`config.mk`:
```
export PLATFORM = sky130hd
export DESIGN_NAME = cb_group_base_agu
export DESIGN_NICKNAME = d
export VERILOG_FILES = /design/src/rtl/cb_agu_pkg.sv /design/src/rtl/cb_row_sweeper.sv /design/src/rtl/cb_group_base_agu.sv
export SDC_FILE = /design/constraint.sdc
export NUM_CORES = 1
export LEC_CHECK = 0
export ABC_AREA = 1
export CORE_MARGIN = 4
export CORE_UTILIZATION = 60
export CTS_CLUSTER_SIZE = 28
export DETAILED_ROUTE_END_ITERATION = 16
export HOLD_SLACK_MARGIN = 0.06
export PLACE_DENSITY_LB_ADDON = 0.05
export SLEW_MARGIN = 5
export SYNTH_ARGS = -nofsm -noshare
export SYNTH_HDL_FRONTEND = slang
export SYNTH_HIERARCHICAL = 1
export SYNTH_SLANG_ARGS = --single-unit
```
`constraint.sdc`:
```
create_clock -name clk -period 5.5 [get_ports clk]
set_clock_uncertainty 0.05 [all_clocks]
set_input_delay 1.1 -clock clk [delete_from_list [all_inputs] [get_ports clk]]
set_output_delay 1.1 -clock clk [all_outputs]
set_load 0.05 [all_outputs]
```
`src/rtl/cb_agu_pkg.sv`:
```
// cb_agu_pkg
// Shared types and helpers for the CB group base-address generator.
//   state_t  : controller states, also exported on the debug state output
//   MODE_*   : storage-mode encodings for the mode input
//   res_w()  : width of the full-precision base result, before truncation to CB_AW
package cb_agu_pkg;

    typedef enum logic [2:0] {
        IDLE  = 3'd0,
        MUL   = 3'd1,
        ADD   = 3'd2,
        BASE  = 3'd3,
        SWEEP = 3'd4,
        DONE  = 3'd5
    } state_t;

    localparam logic MODE_TRI  = 1'b0;
    localparam logic MODE_FULL = 1'b1;

    // Wide enough to hold (n^2 + n) << tri_shift and n * row_stride without loss,
    // where n is row_len+1 bits wide.
    function automatic int res_w(input int aw, input int row_len, input int tri_shift);
        int tri_w;
        int full_w;
        tri_w  = 2 * (row_len + 1) + tri_shift;
        full_w = aw + row_len + 1;
        return (tri_w > full_w) ? tri_w : full_w;
    endfunction

endpackage

```
`src/rtl/cb_row_sweeper.sv`:
```
// cb_row_sweeper
// Emits ROWS consecutive row start addresses, beginning at load_addr and
// stepping by PITCH (mod 2^CB_AW) with an accumulator.
// Ports:
//   clk, rst          clock, asynchronous active-high reset
//   load, load_addr   start a new sweep at load_addr
//   row_valid/ready   row output handshake
//   row_addr          current row start address
//   row_last          current row is the final one of the sweep
//   last_fire         final row accepted this cycle
//
// Handshake: a row transfers on a rising clk edge where row_valid && row_ready.
// Once row_valid is high, row_addr and row_last hold until that transfer;
// row_valid never drops without a transfer (except on reset).
module cb_row_sweeper #(
    parameter int CB_AW = 17,
    parameter int ROWS  = 4,
    parameter int PITCH = 4
) (
    input  logic             clk,
    input  logic             rst,
    input  logic             load,
    input  logic [CB_AW-1:0] load_addr,
    input  logic             row_ready,
    output logic             row_valid,
    output logic [CB_AW-1:0] row_addr,
    output logic             row_last,
    output logic             last_fire
);

    localparam int CW = (ROWS > 1) ? $clog2(ROWS) : 1;
    localparam logic [CW-1:0] LAST_IDX = CW'((ROWS > 0) ? ROWS - 1 : 0);

    logic          active;
    logic [CW-1:0] idx;

    always_ff @(posedge clk or posedge rst) begin
        if (rst) begin
            active   <= 1'b0;
            idx      <= '0;
            row_addr <= '0;
        end else if (load) begin
            active   <= 1'b1;
            idx      <= '0;
            row_addr <= load_addr;
        end else if (active && row_ready) begin
            if (idx == LAST_IDX) begin
                active <= 1'b0;
            end else begin
                idx      <= idx + CW'(1);
                row_addr <= row_addr + CB_AW'(PITCH);
            end
        end
    end

    assign row_valid = active;
    assign row_last  = active && (idx == LAST_IDX);
    assign last_fire = row_valid && row_ready && row_last;

endmodule

```
`src/rtl/cb_group_base_agu.sv`:
```
// cb_group_base_agu
// On start, computes the base address of the next CB group
//   triangular (mode=0): ((n^2 + n) << TRI_SHIFT)
//   full-row   (mode=1): n * row_stride
// with n = group_cnt + 1, then sweeps ROWS_PER_GROUP row start addresses
// over a valid/ready handshake.
// Ports:
//   clk, sys_rst          clock, asynchronous active-high reset
//   start, mode           request pulse (accepted in IDLE only), storage mode
//   group_cnt, row_stride sampled with an accepted start
//   busy, done            request in flight / one-cycle end pulse
//   base_vld, base_addr   one-cycle pulse when base_addr updates; base held after
//   row_valid/ready/addr/last  row sweep handshake
//   ovf                   sticky overflow flag (only with CB_AGU_OVF_CHECK_EN)
//   state_dbg             current controller state
// Build option: define CB_AGU_OVF_CHECK_EN to add the ovf port and the
// dropped-bit check; otherwise results wrap silently to CB_AW bits.
module cb_group_base_agu
    import cb_agu_pkg::*;
#(
    parameter int CB_AW          = 17,
    parameter int ROW_LEN        = 10,
    parameter int TRI_SHIFT      = 1,
    parameter int ROWS_PER_GROUP = 4,
    parameter int ROW_PITCH      = 4
) (
    input  logic               clk,
    input  logic               sys_rst,
    input  logic               start,
    input  logic               mode,
    input  logic [ROW_LEN-1:0] group_cnt,
    input  logic [CB_AW-1:0]   row_stride,
    output logic               busy,
    output logic               base_vld,
    output logic [CB_AW-1:0]   base_addr,
    output logic               row_valid,
    input  logic               row_ready,
    output logic [CB_AW-1:0]   row_addr,
    output logic               row_last,
    output logic               done,
`ifdef CB_AGU_OVF_CHECK_EN
    output logic               ovf,
`endif
    output logic [2:0]         state_dbg
);

    localparam int NW = ROW_LEN + 1;
`ifdef CB_AGU_OVF_CHECK_EN
    localparam int RW = res_w(CB_AW, ROW_LEN, TRI_SHIFT);
`else
    // Multiply, add and left shift all commute with reduction mod 2^CB_AW, so
    // without the overflow check the pipeline only needs CB_AW bits.
    localparam int RW = CB_AW;
`endif

    state_t state, state_nxt;

    logic [NW-1:0]    n_q;
    logic             mode_q;
    logic [CB_AW-1:0] stride_q;
    logic [RW-1:0]    prod_q;
    logic [RW-1:0]    sum_q;
    logic [RW-1:0]    result;
    logic             last_fire;

    assign result = (mode_q == MODE_TRI) ? (sum_q << TRI_SHIFT) : sum_q;

    always_ff @(posedge clk or posedge sys_rst) begin
        if (sys_rst) state <= IDLE;
        else         state <= state_nxt;
    end

    always_comb begin
        state_nxt = state;
        case (state)
            IDLE:    if (start) state_nxt = MUL;
            MUL:     state_nxt = ADD;
            ADD:     state_nxt = BASE;
            BASE:    state_nxt = (ROWS_PER_GROUP > 0) ? SWEEP : DONE;
            SWEEP:   if (last_fire) state_nxt = DONE;
            DONE:    state_nxt = IDLE;
            default: state_nxt = IDLE;
        endcase
    end

    always_ff @(posedge clk or posedge sys_rst) begin
        if (sys_rst) begin
            n_q       <= '0;
            mode_q    <= MODE_TRI;
            stride_q  <= '0;
            prod_q    <= '0;
            sum_q     <= '0;
            base_addr <= '0;
            base_vld  <= 1'b0;
`ifdef CB_AGU_OVF_CHECK_EN
            ovf       <= 1'b0;
`endif
        end else begin
            // Registered alongside base_addr so both appear on the same edge.
            base_vld <= (state == BASE);
            case (state)
                IDLE: if (start) begin
                    n_q      <= {1'b0, group_cnt} + NW'(1);
                    mode_q   <= mode;
                    stride_q <= row_stride;
`ifdef CB_AGU_OVF_CHECK_EN
                    ovf      <= 1'b0;
`endif
                end
                MUL:  prod_q <= (mode_q == MODE_FULL) ? RW'(n_q) * RW'(stride_q)
                                                      : RW'(n_q) * RW'(n_q);
                ADD:  sum_q  <= (mode_q == MODE_FULL) ? prod_q : prod_q + RW'(n_q);
                BASE: begin
                    base_addr <= result[CB_AW-1:0];
`ifdef CB_AGU_OVF_CHECK_EN
                    ovf       <= ovf | (|result[RW-1:CB_AW]);
`endif
                end
                default: ;
            endcase
        end
    end

    assign busy      = (state != IDLE);
    assign done      = (state == DONE);
    assign state_dbg = state;

    // The sweeper loads on the same edge that updates base_addr.
    cb_row_sweeper #(
        .CB_AW (CB_AW),
        .ROWS  (ROWS_PER_GROUP),
        .PITCH (ROW_PITCH)
    ) u_sweeper (
        .clk       (clk),
        .rst       (sys_rst),
        .load      ((state == BASE) && (ROWS_PER_GROUP > 0)),
        .load_addr (result[CB_AW-1:0]),
        .row_ready (row_ready),
        .row_valid (row_valid),
        .row_addr  (row_addr),
        .row_last  (row_last),
        .last_fire (last_fire)
    );

endmodule

```
Yosys cells after proc, flatten, opt, wreduce, memory -nomap -nowiden
Cells that the tools add are included.
{"block": "word_totals", "ff_bits": 104, "latchBits": 0, "mem_bits_rw": 0, "rom_bits": 0, "inputBits": 32, "output_inout_bits": 42, "word_cells": 52, "mem_count": 0}
{"block": "classes", "add_sub_neg": 4, "n_mul": 2, "n_div": 0, "order_cmp": 0, "n_eq_ne": 9, "shifts": 0, "n_mux": 15, "bitwise_logic": 0, "n_reduce_logical": 11}
{"operator": "two-way mux 17 bit", "n": 6}
{"operator": "adder 17 x 11 -> 17 bit", "n": 1}
{"operator": "adder 17 x 3 -> 17 bit, second input constant", "n": 1}
{"operator": "multiplier 11 x 11 -> 17 bit", "n": 1}
{"operator": "multiplier 11 x 17 -> 17 bit", "n": 1}
{"operator": "case mux 3 bit (5 select lines)", "n": 1}
{"operator": "adder 10 x 1 -> 11 bit, second input constant", "n": 1}
{"operator": "AND reduction 2 bit", "n": 4}
{"operator": "== test 3 x 2 -> 1 bit, second input constant", "n": 2}
{"operator": "== test 3 bit, second input constant", "n": 2}
{"operator": "two-way mux 2 bit", "n": 3}
{"operator": "two-way mux 3 bit", "n": 2}
{"operator": "!= test 2 bit, second input constant", "n": 2}
{"operator": "nonzero test 2 bit", "n": 2}
{"operator": "== test 3 x 1 -> 1 bit, second input constant", "n": 1}
{"operator": "logical AND 1 bit", "n": 3}
{"operator": "logical NOT 3 bit", "n": 1}
{"operator": "two-way mux 1 bit", "n": 3}
{"operator": "nonzero test 3 bit", "n": 1}
{"operator": "adder 2 x 1 -> 2 bit, second input constant", "n": 1}
{"operator": "== test 2 bit, second input constant", "n": 1}
{"operator": "!= test 2 x 1 -> 1 bit, second input constant", "n": 1}

Longest topological paths before layout
{"block": "depth", "depth_word": 5, "depth_mapped": 28, "ltp_nobuf": 26}

Modules after synthesis
Netlist, hierarchy kept.
{"mod": "cb_group_base_agu", "instances": 1, "cells_per_inst": 1573, "area_per_inst_um2": 11516.0, "seq_area_each_um2": 2102.0}
{"mod": "cb_row_sweeper", "instances": 1, "cells_per_inst": 154, "area_per_inst_um2": 1181.1, "seq_area_each_um2": 500.5}

Worst setup path after synthesis
Ideal clock, no wire load.
{"block": "synth_path", "kind": "register -> register", "startpoint": "register n_q[6]", "endpoint": "register prod_q[13]", "setup_ns": 0.116, "arrival_ns": 4.842, "t_required_ns": 5.334, "setup_slack_ns": 0.491, "stages_incl_launch_ff": 25, "n_path_buf": 2, "synth_period_minus_slack_ns": 5.009, "cell_sequence": "dfrtp_1 > clkbuf_1 > clkbuf_1 > nand2_1 > fa_1 > inv_1 > fa_1 > inv_1 > fa_1 > inv_1 > fa_1 > fa_1 > ha_1 > nand2_1 > inv_1 > a21oi_1 > nand2_1 > nand2_1 > nand2_1 > a21oi_2 > nand2_1 > nand3_1 > nand2_1 > nand2_1 > nand2_1"}
{"block": "synth_between", "elab_chain_len": 2, "word_cells_on_any_way": 3, "cone_classes": "mul: 2; mux: 1"}
{"item": "start: declaration", "line": "cb_group_base_agu.sv:58", "source": "logic [NW-1:0] n_q;"}
{"item": "start signal: assignment", "line": "cb_group_base_agu.sv:103", "source": "n_q <= {1'b0, group_cnt} + NW'(1);"}
{"item": "multiplier 11 x 17 -> 17 bit or multiplier 11 x 11 -> 17 bit (tied branches)", "line": "cb_group_base_agu.sv:110, cb_group_base_agu.sv:111"}
{"item": "two-way mux 17 bit (*)", "line": "cb_group_base_agu.sv:110", "source": "MUL: prod_q <= (mode_q == MODE_FULL) ? RW'(n_q) * RW'(stride_q)"}
{"item": "end signal: assignment", "line": "cb_group_base_agu.sv:110"}
{"item": "end: declaration", "line": "cb_group_base_agu.sv:61", "source": "logic [RW-1:0] prod_q;"}
Mark *: on every way between the ends. The rest lies on a longest branch, timed or not.
A chain may end at the register's enable or synchronous reset.

Worst setup path in the final report
{"block": "layout_path", "startpoint": "register n_q[5]", "endpoint": "register prod_q[12]"}
Same word-level chain as after synthesis.

==> key figures <==
Status
  – Status: complete, no violations

Routing
  – Final WL: between 30,000 and 40,000 um
  – DRT Pass-1 Iters: 5
  – Vias per inst: around 5.4
  – DRT antenna net count: 0
  – Vias: ~11k
  – Routed len/inst: roughly 17 um
  – Initial DRC count: 670
  – Remaining DRCs: 0

Logic synthesis
  – Mapped Cells: between 1.5k and 2k
  – Top cell type by total area after synthesis: fa_1
  – Netlist cell types: 51
  – Mapped cell area: 0.01270 mm^2
  – Top-area cell type share of the netlist area: approximately 23%
  – Yosys reg bits: roughly 100
  – Asr flop ratio synth: 100.0%
  – Seq/Total Area, Yosys: 20.50%
  – Syn_area_per_cell: around 7.4 um^2
  – Mapped Nets: 1,988
  – Number of flops mapped to enable cells by yosys: 0
  – Top_reg_cell synth: dfrtp_1
  – Area contributors post-synth: fa_1 23%, dfrtp_1 20%, nand2_1 15%, inv_1 11%, ha_1 8.3%
  – Ys Warns: 6

Worst setup path
  – Critical Path End Type: flip-flop
  – CP max FO: 15
  – CP endpoint: prod_q[12]$_DFFE_PP0P_
  – Reg2reg end: prod_q[12]$_DFFE_PP0P_
  – Max incr delay on CP: 550 ps
  – Startpoint types: flip-flop
  – RR Startpoint: n_q[5]$_DFFE_PP0P_
  – Crit path launch: n_q[5]$_DFFE_PP0P_
  – R2r setup slk: around 300 ps
  – Critical path class: flip-flop to flip-flop
  – Critical Path AT: 5410 ps
  – Crit-path slowest cell: fa_1
  – Worst path required time: 5710 ps
  – Worst Reg-to-Reg Cells: 20
  – Crit-path cells: buf_12 -> nand2_1 -> inv_1 -> fa_1 -> inv_1 -> fa_1 -> inv_1 -> fa_1 -> fa_1 -> inv_1 -> fa_1 -> inv_1 -> ha_1 -> nand2_1 -> nor2_1 -> nor2_1 -> nand3_1 -> o21ai_0 -> nand3_1 -> o21a_1

Clocking
  – Hold-fix buffers, CTS: 0
  – CTS tree: done
  – H-tree depth: 3
  – Num CTS Buffers: 9
  – Clock sinks: between 100 and 150
  – Clock Latency Late Sink: roughly 370 ps
  – Worst-path clk slew: roughly 80 ps
  – Longest Clk Path Bufs: 2
  – CTS root buf: clkbuf_16

Global routing
  – Largest net degree at the start of global routing: 52
  – Vias in the first global route: around 11k
  – Overall Global Routing Usage: approximately 30%
  – First-pass GRT wire length: 56,610 um
  – Initial antenna violation count: 0
  – Gr ovfl total: 0

Final layout
  – Layout Nets: about 2.0k
  – Register area: around 0.0026 mm^2
  – Commonest non-fill, non-tap cell in the layout: nand2_1
  – Layout cell share with drive strength beyond 1: ~6.9%
  – Final-layout fill cell count: 1,816
  – Layout area overhead: 10.91%
  – Most frequent cells in the layout: 517 x nand2_1, 382 x inv_1, 145 x fa_1
  – Ant. Diodes: 0
  – Multi-input gate area: just over 0.008 mm^2

STA
  – Pins Over Slew Limit: 0
  – Final Setup Violations: 0
  – Post-layout min period: between 5000 and 6000 ps
  – Final hold vios: 0
  – Slew headroom: a little over a third
  – Max Freq: 192.3 MHz
  – Least-Margin Pin Slew: around 960 ps
  – Setup_tns: 0 ps
  – Final worst-path cycle share: a little over nine tenths
  – RSZ-0062 raised after global routing: no

Die
  – Row Count: 52
  – Die ar.: roughly 0.024 mm^2
  – I/O pin cnt: 74
  – Die width: 153.5 um
  – Die Height: 153.5 um
  – Initial Util: 61.95%
  – Core area: just over 0.02 mm^2

Placement
  – Gpl congestion: between 0.9 and 1
  – Port Buf Inserts: 73
  – Dpl hpwl: 27,450 um

Flow run
  – Maxcap violations: 0

Worst hold path
  – Worst min-delay path class: flip-flop to flip-flop
[cells in the mapped netlist (2+ instances only)]
cell and n:
nor2_1 63, o21a_1 3, nor2_2 7, a21oi_2 3, a31oi_1 9, dfrtp_1 104, a21o_1 4, o21bai_1 4
o21ai_2 2, o22ai_1 7, xor2_1 17, or2_2 3, o211ai_1 8, buf_1 2, nand4_1 9, o31ai_1 4
ha_1 84, fa_1 145, nand2_1 517, buf_4 6, a22oi_1 6, buf_2 14, o21ai_0 72, xnor2_1 11
clkbuf_1 37, nand3_1 72, buf_6 4, a21oi_1 48, inv_1 383, clkinv_1 2, nand3_2 5, nor3_2 3
nand2_2 19, inv_2 12, o21ai_1 18, nor3_1 5
[through the flow]
step / instances / area (um^2) / worst slack [ps] / util [%] / hold WS, ps
2_1_floorplan: 1727 / 12700 / 491.1 / - / 399.2
3_3_place_gp: 2046 / 13780 / 103.4 / 67.23 / 404.6
3_5_place_dp: 2046 / 13780 / 85.65 / 67.23 / 407.1
4_1_cts: 2062 / 14070 / 44.93 / 68.64 / 427.6
5_1_grt: 2062 / 14080 / 25.10 / 68.71 / 456.0
6_report: 2062 / 14080 / 300.3 / 68.71 / 426.7
[final cells by class]
type                    instances  area share (%)
well taps                     270           2.399
clock buffers                  10           1.626
inverters                     398           10.64
flip-flops and latches        104           18.53
repair buffers                112           7.446
multi-input cells            1162           58.93
clock inverters                 6          0.4265
[worst max-delay path: cells and delay by family, from the launching register on]
kind	cells	cell delay, ps
DFF	1	510
buffers and inverters	6	470
adders and majority gates	6	2900
and+or+nand+nor	6	700
AOI/OAI and AO/OA	2	440
[what timing repair did]
item                       CTS  global route
setup buffers                0             0
resized for setup            0             8
setup endpoints to repair    0             7
hold endpoints to repair     0             0
[flip-flops by register name, summed over array words and instances (netlist names)]
name                 cells
u_sweeper/row_valid      1
base_vld                 1
sum_q                   17
base_addr               17
prod_q                  17
u_sweeper/idx            2
mode_q                   1
u_sweeper/row_addr      17
n_q                     11
stride_q                17
state_dbg                3
[worst min-delay path by stage]
| stage | startpoint | endpoint | cells past startpoint |
|---|---|---|---|
| 2_1_floorplan | stride_q[16]$_DFFE_PP0P_ | stride_q[16]$_DFFE_PP0P_ | 2 |
| 3_3_place_gp | base_addr[3]$_DFFE_PP0P_ | base_addr[3]$_DFFE_PP0P_ | 2 |
| 3_5_place_dp | base_addr[14]$_DFFE_PP0P_ | base_addr[14]$_DFFE_PP0P_ | 2 |
| 4_1_cts | base_addr[5]$_DFFE_PP0P_ | base_addr[5]$_DFFE_PP0P_ | 2 |
| 5_1_grt | base_addr[7]$_DFFE_PP0P_ | base_addr[7]$_DFFE_PP0P_ | 2 |
| 6_report | base_addr[5]$_DFFE_PP0P_ | base_addr[5]$_DFFE_PP0P_ | 2 |
[routing by layer]
layer	wire [um]	global-route usage [%]	share of wire, %	vias up
li1	-	-	-	5319
met1	14760	41.44	43	5372
met2	16310	49.62	47	347
met3	2535	5.768	7.4	61
met4	867	8.200	2.5	0
met5	0	0	0	-
[kinds of logic after synthesis]
kind of cell / count (synthesis) / synth area share (%)
AO/OA/AOI/OAI: 195 / 8.889
AND/OR/NAND/NOR: 709 / 23.22
XOR/XNOR: 29 / 2.060
adder cells (fa/ha/maj): 229 / 31.14
buffers and inverters: 461 / 14.20
flip-flops: 104 / 20.50
Power is left out: the tool's default activity adds up to more than one toggle a clock period on the data nets, which glitch-free logic cannot reach.
